File: src/rtl/teclado_pkg.sv
// Shared scan-code constants, sequencer state encoding and digit classifier
// for the keypad capture path.
package teclado_pkg;

  localparam logic [7:0] COD_BREAK  = 8'hF0;
  localparam logic [7:0] COD_EXT    = 8'hE0;
  localparam logic [7:0] COD_ESC    = 8'h76;
  localparam logic [7:0] COD_BORRAR = 8'h66;

  localparam logic [7:0] COD_0 = 8'h45;
  localparam logic [7:0] COD_1 = 8'h16;
  localparam logic [7:0] COD_2 = 8'h1E;
  localparam logic [7:0] COD_3 = 8'h26;
  localparam logic [7:0] COD_4 = 8'h25;
  localparam logic [7:0] COD_5 = 8'h2E;
  localparam logic [7:0] COD_6 = 8'h36;
  localparam logic [7:0] COD_7 = 8'h3D;
  localparam logic [7:0] COD_8 = 8'h3E;
  localparam logic [7:0] COD_9 = 8'h46;

  // Encoding doubles as the externally visible campo index.
  localparam logic [2:0] ESPERA_DEC  = 3'd0;
  localparam logic [2:0] ESPERA_UNI  = 3'd1;
  localparam logic [2:0] ESPERA_PRES = 3'd2;
  localparam logic [2:0] ESPERA_IGN  = 3'd3;
  localparam logic [2:0] LISTO       = 3'd4;

  function automatic logic es_digito(input logic [7:0] cod);
    es_digito = (cod == COD_0) || (cod == COD_1) || (cod == COD_2) ||
                (cod == COD_3) || (cod == COD_4) || (cod == COD_5) ||
                (cod == COD_6) || (cod == COD_7) || (cod == COD_8) ||
                (cod == COD_9);
  endfunction

endpackage

File: src/rtl/secuenciador_captura_teclado_if.sv
// Byte stream from the PS/2 receiver plus the committed fields towards the
// decoder; slave is the sequencer, master is the receiver/consumer side.
interface secuenciador_captura_teclado_if;
  logic [7:0] dato_rx;
  logic       rx_listo;
  logic [7:0] decenas;
  logic [7:0] unidades;
  logic [7:0] presencia;
  logic [7:0] ignicion;
  logic       datos_listos;
  logic [2:0] campo;
  logic       ocupado;

  modport slave (
    input  dato_rx, rx_listo,
    output decenas, unidades, presencia, ignicion, datos_listos, campo, ocupado
  );

  modport master (
    output dato_rx, rx_listo,
    input  decenas, unidades, presencia, ignicion, datos_listos, campo, ocupado
  );
endinterface

File: src/rtl/filtro_prefijos_ps2.sv
// Strips break (F0 xx) and extended (E0 xx, E0 F0 xx) sequences, leaving a
// same-cycle strobe for plain make codes only.
module filtro_prefijos_ps2
  import teclado_pkg::*;
(
  input  logic       clk,
  input  logic       rst_n,
  input  logic [7:0] dato_rx,
  input  logic       rx_listo,
  output logic       make_listo
);

  logic salto_break;
  logic salto_ext;

  // F0 is checked first so that E0 F0 xx falls into the break rule.
  always_ff @(posedge clk or negedge rst_n) begin
    if (!rst_n) begin
      salto_break <= 1'b0;
      salto_ext   <= 1'b0;
    end else if (rx_listo) begin
      // NOTE: sequential state uses <= so every flop samples pre-edge values.
      if (dato_rx == COD_BREAK) begin
        salto_break <= 1'b1;
        salto_ext   <= 1'b0;
      end else if (salto_break) begin
        salto_break <= 1'b0;
        salto_ext   <= 1'b0;
      end else if (dato_rx == COD_EXT) begin
        salto_ext <= 1'b1;
      end else if (salto_ext) begin
        salto_ext <= 1'b0;
      end
    end
  end

  always_comb begin
    // NOTE: default assignment first keeps this block free of inferred latches.
    make_listo = 1'b0;
    if (rx_listo && !salto_break && !salto_ext &&
        dato_rx != COD_BREAK && dato_rx != COD_EXT)
      make_listo = 1'b1;
  end

endmodule

File: src/rtl/secuenciador_captura_teclado.sv
// Sequences filtered make codes into DEC/UNI/PRES/IGN shadow registers and
// publishes them atomically, with Esc, Backspace and an inactivity timeout.
module secuenciador_captura_teclado
  import teclado_pkg::*;
#(
  parameter int TIMEOUT_CICLOS = 50_000_000
) (
  input  logic                          clk,
  input  logic                          rst_n,
  secuenciador_captura_teclado_if.slave bus
);

  localparam int CONT_ANCHO = $clog2(TIMEOUT_CICLOS + 1);
  localparam logic [CONT_ANCHO-1:0] CONT_MAX = CONT_ANCHO'(TIMEOUT_CICLOS - 1);

  logic [2:0]            estado;
  logic [2:0]            estado_ef;
  logic [7:0]            sh_dec, sh_uni, sh_pres, sh_ign;
  logic [CONT_ANCHO-1:0] cont;
  logic                  commit_r;
  logic                  make_listo;
  logic                  ocupado;
  logic                  expira;

  filtro_prefijos_ps2 u_filtro (
    .clk        (clk),
    .rst_n      (rst_n),
    .dato_rx    (bus.dato_rx),
    .rx_listo   (bus.rx_listo),
    .make_listo (make_listo)
  );

  assign ocupado = (estado == ESPERA_UNI) || (estado == ESPERA_PRES) ||
                   (estado == ESPERA_IGN);

  // A byte landing during LISTO is treated as the first byte of a new entry.
  assign estado_ef = (estado == LISTO) ? ESPERA_DEC : estado;

  // Any strobe, even a discarded prefix, counts as activity and wins over expiry.
  assign expira = ocupado && !bus.rx_listo && (cont == CONT_MAX);

  always_ff @(posedge clk or negedge rst_n) begin
    if (!rst_n) begin
      // NOTE: async reset clears committed outputs too, not just the partial entry.
      estado           <= ESPERA_DEC;
      sh_dec           <= '0;
      sh_uni           <= '0;
      sh_pres          <= '0;
      sh_ign           <= '0;
      bus.decenas      <= '0;
      bus.unidades     <= '0;
      bus.presencia    <= '0;
      bus.ignicion     <= '0;
      commit_r         <= 1'b0;
      bus.datos_listos <= 1'b0;
      cont             <= '0;
    end else begin
      commit_r         <= (estado == LISTO);
      bus.datos_listos <= commit_r;

      if (estado == LISTO) begin
        bus.decenas   <= sh_dec;
        bus.unidades  <= sh_uni;
        bus.presencia <= sh_pres;
        bus.ignicion  <= sh_ign;
        estado        <= ESPERA_DEC;
      end

      if (make_listo) begin
        if (bus.dato_rx == COD_ESC) begin
          sh_dec  <= '0;
          sh_uni  <= '0;
          sh_pres <= '0;
          sh_ign  <= '0;
          estado  <= ESPERA_DEC;
        end else if (bus.dato_rx == COD_BORRAR) begin
          case (estado_ef)
            ESPERA_UNI:  begin sh_dec  <= '0; estado <= ESPERA_DEC;  end
            ESPERA_PRES: begin sh_uni  <= '0; estado <= ESPERA_UNI;  end
            ESPERA_IGN:  begin sh_pres <= '0; estado <= ESPERA_PRES; end
            default: ;
          endcase
        end else begin
          case (estado_ef)
            ESPERA_DEC:
              if (es_digito(bus.dato_rx)) begin
                sh_dec <= bus.dato_rx;
                estado <= ESPERA_UNI;
              end
            ESPERA_UNI:
              if (es_digito(bus.dato_rx)) begin
                sh_uni <= bus.dato_rx;
                estado <= ESPERA_PRES;
              end
            ESPERA_PRES: begin
              sh_pres <= bus.dato_rx;
              estado  <= ESPERA_IGN;
            end
            ESPERA_IGN: begin
              sh_ign <= bus.dato_rx;
              estado <= LISTO;
            end
            default: ;
          endcase
        end
      end else if (expira) begin
        sh_dec  <= '0;
        sh_uni  <= '0;
        sh_pres <= '0;
        sh_ign  <= '0;
        estado  <= ESPERA_DEC;
      end

      if (bus.rx_listo || !ocupado || expira)
        cont <= '0;
      else
        cont <= cont + CONT_ANCHO'(1);
    end
  end

  assign bus.campo   = estado;
  assign bus.ocupado = ocupado;

endmodule
File: src/flat_wrapper.sv
// flat-port wrapper written by rule: the top's interface ports become plain ports
module secuenciador_captura_teclado_flat import teclado_pkg::*;
#(
  parameter int TIMEOUT_CICLOS = 50_000_000
)
  (clk, rst_n, bus_dato_rx, bus_rx_listo, bus_decenas, bus_unidades, bus_presencia, bus_ignicion, bus_datos_listos, bus_campo, bus_ocupado);
  secuenciador_captura_teclado_if bus_i ();
  input  logic clk;
  input  logic rst_n;
  input wire logic [$bits(bus_i.dato_rx)-1:0] bus_dato_rx;
  input wire logic [$bits(bus_i.rx_listo)-1:0] bus_rx_listo;
  output wire logic [$bits(bus_i.decenas)-1:0] bus_decenas;
  output wire logic [$bits(bus_i.unidades)-1:0] bus_unidades;
  output wire logic [$bits(bus_i.presencia)-1:0] bus_presencia;
  output wire logic [$bits(bus_i.ignicion)-1:0] bus_ignicion;
  output wire logic [$bits(bus_i.datos_listos)-1:0] bus_datos_listos;
  output wire logic [$bits(bus_i.campo)-1:0] bus_campo;
  output wire logic [$bits(bus_i.ocupado)-1:0] bus_ocupado;
  assign bus_i.dato_rx = bus_dato_rx;
  assign bus_i.rx_listo = bus_rx_listo;
  assign bus_decenas = bus_i.decenas;
  assign bus_unidades = bus_i.unidades;
  assign bus_presencia = bus_i.presencia;
  assign bus_ignicion = bus_i.ignicion;
  assign bus_datos_listos = bus_i.datos_listos;
  assign bus_campo = bus_i.campo;
  assign bus_ocupado = bus_i.ocupado;
  secuenciador_captura_teclado #(.TIMEOUT_CICLOS(TIMEOUT_CICLOS)) u_core (.clk(clk), .rst_n(rst_n), .bus(bus_i));
endmodule
File: config.mk
export PLATFORM = sky130hd
export DESIGN_NAME = secuenciador_captura_teclado_flat
export DESIGN_NICKNAME = d
export VERILOG_FILES = /design/src/rtl/teclado_pkg.sv /design/src/rtl/secuenciador_captura_teclado_if.sv /design/src/rtl/filtro_prefijos_ps2.sv /design/src/rtl/secuenciador_captura_teclado.sv /design/src/flat_wrapper.sv
export SDC_FILE = /design/constraint.sdc
export NUM_CORES = 1
export LEC_CHECK = 0
export ABC_AREA = 1
export BUFFER_PORTS_ARGS = -buffer_cell sky130_fd_sc_hd__buf_4
export CAP_MARGIN = 15
export CORE_UTILIZATION = 35
export CTS_CLUSTER_DIAMETER = 200
export CTS_CLUSTER_SIZE = 30
export DETAILED_ROUTE_END_ITERATION = 10
export PLACE_DENSITY = 0.58
export RECOVER_POWER = 100
export SETUP_SLACK_MARGIN = 0.4
export SYNTH_ARGS = -nofsm -noshare
export SYNTH_HDL_FRONTEND = slang
export SYNTH_SLANG_ARGS = --single-unit
File: constraint.sdc
create_clock -name clk -period 5.2 [get_ports clk]
set_input_delay 1.04 -clock clk [delete_from_list [all_inputs] [get_ports clk]]
set_output_delay 1.04 -clock clk [all_outputs]
set_load 0.01 [all_outputs]
==> impl_metrics.py <==
metrics = {
    "outcome": {
        "status": "finished, violations left",
        "violations": "max-capacitance violations, max-slew violations",
    },
    "power": {
        "p_comb_share_pct": 9.5,
        "p_per_area_nw_per_um2": 313,
        "pwr-share-clk_pct": 39.6,
        "p_seq_share_pct": 50.9,
        "power_mw": 1.66,
        "p_sw_share_pct": 27.8,
        "net-switching-power_mw": 0.463,
        "internal-power_mw": 1.20,
        "leakage_nw": 2.56,
        "peakVddDrop_uv": 131,
    },
    "routing": {
        "drc_errors": 0,
        "ant_nets": 0,
        "wl_per_cell_um": 13.6,
        "avgViaCountPerCell": 4.78,
        "wl_mm": 11.0,
        "dr.first_iter.drc_count": 200,
        "first_pass_iters": 4,
        "via_count": 3849,
    },
    "cts": {
        "holdBufCountCts": 0,
        "ctsHtreeMaxLevel": 3,
        "clk_pin_slew_ns": 0.07,
        "clk_latency_ns": 0.36,
        "cts_sinks": 97,
        "cts-root-buf": "clkbuf_16",
        "cts-buffers-inserted": 9,
        "cts_resized": 0,
        "cts_setup_buffers": 0,
        "cts_tree": "yes",
        "clk_path_buf_depth": 2,
    },
    "critical_path": {
        "critPathKind": "in -> reg",
        "crit_cells": 11,
        "reg2reg_from": "u_core.bus.campo[1]",
        "crit_arrival_ns": 3.63,
        "r2r_end": "u_core.bus.unidades[2]",
        "crit_chain": "clkbuf_1 -> inv_1 -> nand2_1 -> nor2_1 -> nand2_1 -> nand3_1 -> nor2_1 -> nand3_1 -> nand3_1 -> nand2_1 -> nand2_1",
        "critPathMostFrequentCell": "nand2_1",
        "startpoint_type": "input port",
        "cp-startpoint": "bus_dato_rx[0]",
        "reg2reg_depth": 6,
        "reg2reg_slack_ns": 2.02,
        "crit_required_ns": 5.50,
        "critical-path-top-delay-family": "simple AND/OR/NAND/NOR gates",
        "path_buf_inv": 2,
        "crit_slowest_cell": "nand3_1",
        "worst-path-max-fanout": 16,
        "slowest_delay_ns": 0.50,
        "endpoint_kind": "flop",
        "crit_path_end": "u_core.sh_uni[0]",
    },
    "sta": {
        "tightest_slew_ns": 1.82,
        "grt_setup_unrepaired": "false",
        "hold_viol": 0,
        "skew_ns": 0.0116,
        "period_minus_slack_ns": 3.33,
        "fin_setup_tns_ns": 0,
        "drv_slew": 73,
        "setup_viol": 0,
        "fin_crit_sh_pct": 64.0,
        "max_freq_mhz": 300,
        "slew_headroom_pct": -21.4,
    },
    "die": {
        "fp.coreArea_um2": 13300,
        "io_pins": 48,
        "dieArea_um2": 14300,
        "initial_utilization_pct": 36.2,
        "rows": 42,
        "die_y_um": 119,
        "dieWidth_um": 119,
    },
    "global_routing": {
        "met2_usage_pct": 22.5,
        "grt_use_met3_pct": 3.83,
        "grt_start_max_net_pins": 73,
        "grt_pass1_wl_mm": 18.5,
        "antenna_found_initial": 0,
        "gr-total-overflow": 0,
        "grt_pass1_vias": 3597,
        "grt_usage_pct": 16.6,
        "busiest_layer": "met1",
        "use_met1_pct": 25.1,
    },
    "yosys": {
        "synth_area_leaders": "dfrtp_1 (50%), nand2_1 (16%), nor2_1 (4.9%), inv_1 (3.0%), o21ai_2 (2.9%)",
        "netlist_area_um2": 4830,
        "synthDistinctLibCells": 35,
        "yosys_warnings": 0,
        "syn_nets": 592,
        "synth.most_common_cell": "nand2_1",
        "syn_area_per_cell_um2": 8.32,
        "ys_seq_area_share_pct": 50.3,
        "yosys_register_bits": 97,
        "synth_edf_count": 0,
        "synth.largest_area_cell": "dfrtp_1",
        "ys.flop_type": "dfrtp_1",
        "synth_common_cells": "nand2_1 (211), dfrtp_1 (97), nor2_1 (63)",
        "yosys.area.top_type_share_pct": 50.3,
        "syn_inst": 580,
        "synth-async-reset-ratio_pct": 100,
    },
    "layout": {
        "fin_area_um2": 5310,
        "drive_above_1_share_pct": 8.41,
        "syn_to_final_growth_pct": 9.90,
        "nets": 637,
        "n_antenna_cell": 0,
        "fin_util_pct": 39.7,
        "final_cells": 806,
    },
    "place": {
        "place_congestion": 0.879,
        "dpl_cell_area_um2": 5310,
        "io_buffer_count": 47,
        "dp_hpwl_mm": 7.79,
        "place_inst": 790,
    },
    "run": {
        "cap_violations": 1,
    },
    "worst_hold_path": {
        "hp-class": "reg -> reg",
    },
}
==> flip-flops by register name, indices dropped and copies added (netlist names), 8 cells and up <==
| register | flops |
|---|---|
| u_core.bus.decenas | 8 |
| u_core.bus.ignicion | 8 |
| u_core.bus.presencia | 8 |
| u_core.bus.unidades | 8 |
| u_core.cont | 26 |
| u_core.sh_dec | 8 |
| u_core.sh_ign | 8 |
| u_core.sh_pres | 8 |
| u_core.sh_uni | 8 |
==> per-stage QoR <==
| step | setup WS, ns | hold WS, ns |
|---|---|---|
| after floorplan | 2.95 | 0.331 |
| after global placement | 2.58 | 0.332 |
| after detailed placement | 2.53 | 0.336 |
| after CTS | 2.65 | 0.352 |
| after global routing | 1.45 | 0.371 |
| final | 1.87 | 0.349 |
==> final cells by class <==
cell class	instances	area, µm²
Fill cell	1415	8040
Sequential cell	97	2430
Multi-Input combinational cell	424	1980
Clock buffer	9	225
Tap cell	176	220
Timing Repair Buffer	49	215
Inverter	44	170
Clock inverter	7	67.6
==> cell families after synthesis <==
| family | Yosys count | share of synthesized area [%] |
|---|---|---|
| and+or+nand+nor | 379 | 36.8 |
| DFF | 97 | 50.3 |
| buffers and inverters | 59 | 5.70 |
| AOI/OAI and AO/OA | 32 | 4.82 |
| xor gates and xnor gates | 12 | 2.18 |
| adders and majority gates | 1 | 0.259 |
==> layer usage <==
layer  up-vias  part of all wire, %
li1       1937                    -
met1      1810                   52
met2        88                   41
met3        14                  4.3
met4         0                  1.8
met5         -                    0
==> power groups by stage <==
| stage | registers (mW) | clock network, mW | logic, mW |
|---|---|---|---|
| after global routing | 0.855 | 0.706 | 0.184 |
| after CTS | 0.848 | 0.680 | 0.197 |
| final | 0.847 | 0.658 | 0.158 |
| after global placement | 0.862 | 0 | 0.193 |
| after detailed placement | 0.862 | 0 | 0.196 |
| after floorplan | 0.864 | 0 | 0.106 |
==> worst reg2reg max path, cell delays in order, from the launching register on <==
cell	delay, ns
dfrtp_1	0.45
nor2_1	0.18
nand2_1	0.09
clkbuf_1	1.08
inv_1	0.90
nand2_1	0.28
nand2_1	0.08
==> layout by cell type (no fill, tap or decap), types with 4 or more instances in the layout <==
master	netlist	final
nor2_1	63	66
inv_1	38	40
clkbuf_16	0	9
a21oi_1	4	4
nor3b_1	4	4
nand2_1	211	213
nand2_2	10	8
xor2_1	9	9
nand4_1	19	19
clkbuf_1	3	40
buf_4	2	8
nand3_1	26	32
dfrtp_1	97	97
o21ai_0	6	20
nor3_1	19	19
==> how the worst min path moves through the flow <==
| stage | from | end | slack [ns] | cells past startpoint |
|---|---|---|---|---|
| 2_1_floorplan | u_core.commit_r | u_core.bus.datos_listos | 0.33 | 0 |
| 3_3_place_gp | u_core.commit_r | u_core.bus.datos_listos | 0.33 | 0 |
| 3_5_place_dp | u_core.commit_r | u_core.bus.datos_listos | 0.34 | 0 |
| 4_1_cts | u_core.commit_r | u_core.bus.datos_listos | 0.35 | 0 |
| 5_1_grt | u_core.commit_r | u_core.bus.datos_listos | 0.37 | 0 |
| 6_report | u_core.commit_r | u_core.bus.datos_listos | 0.35 | 0 |
No activity file was read; power rests on OpenSTA's default activity.
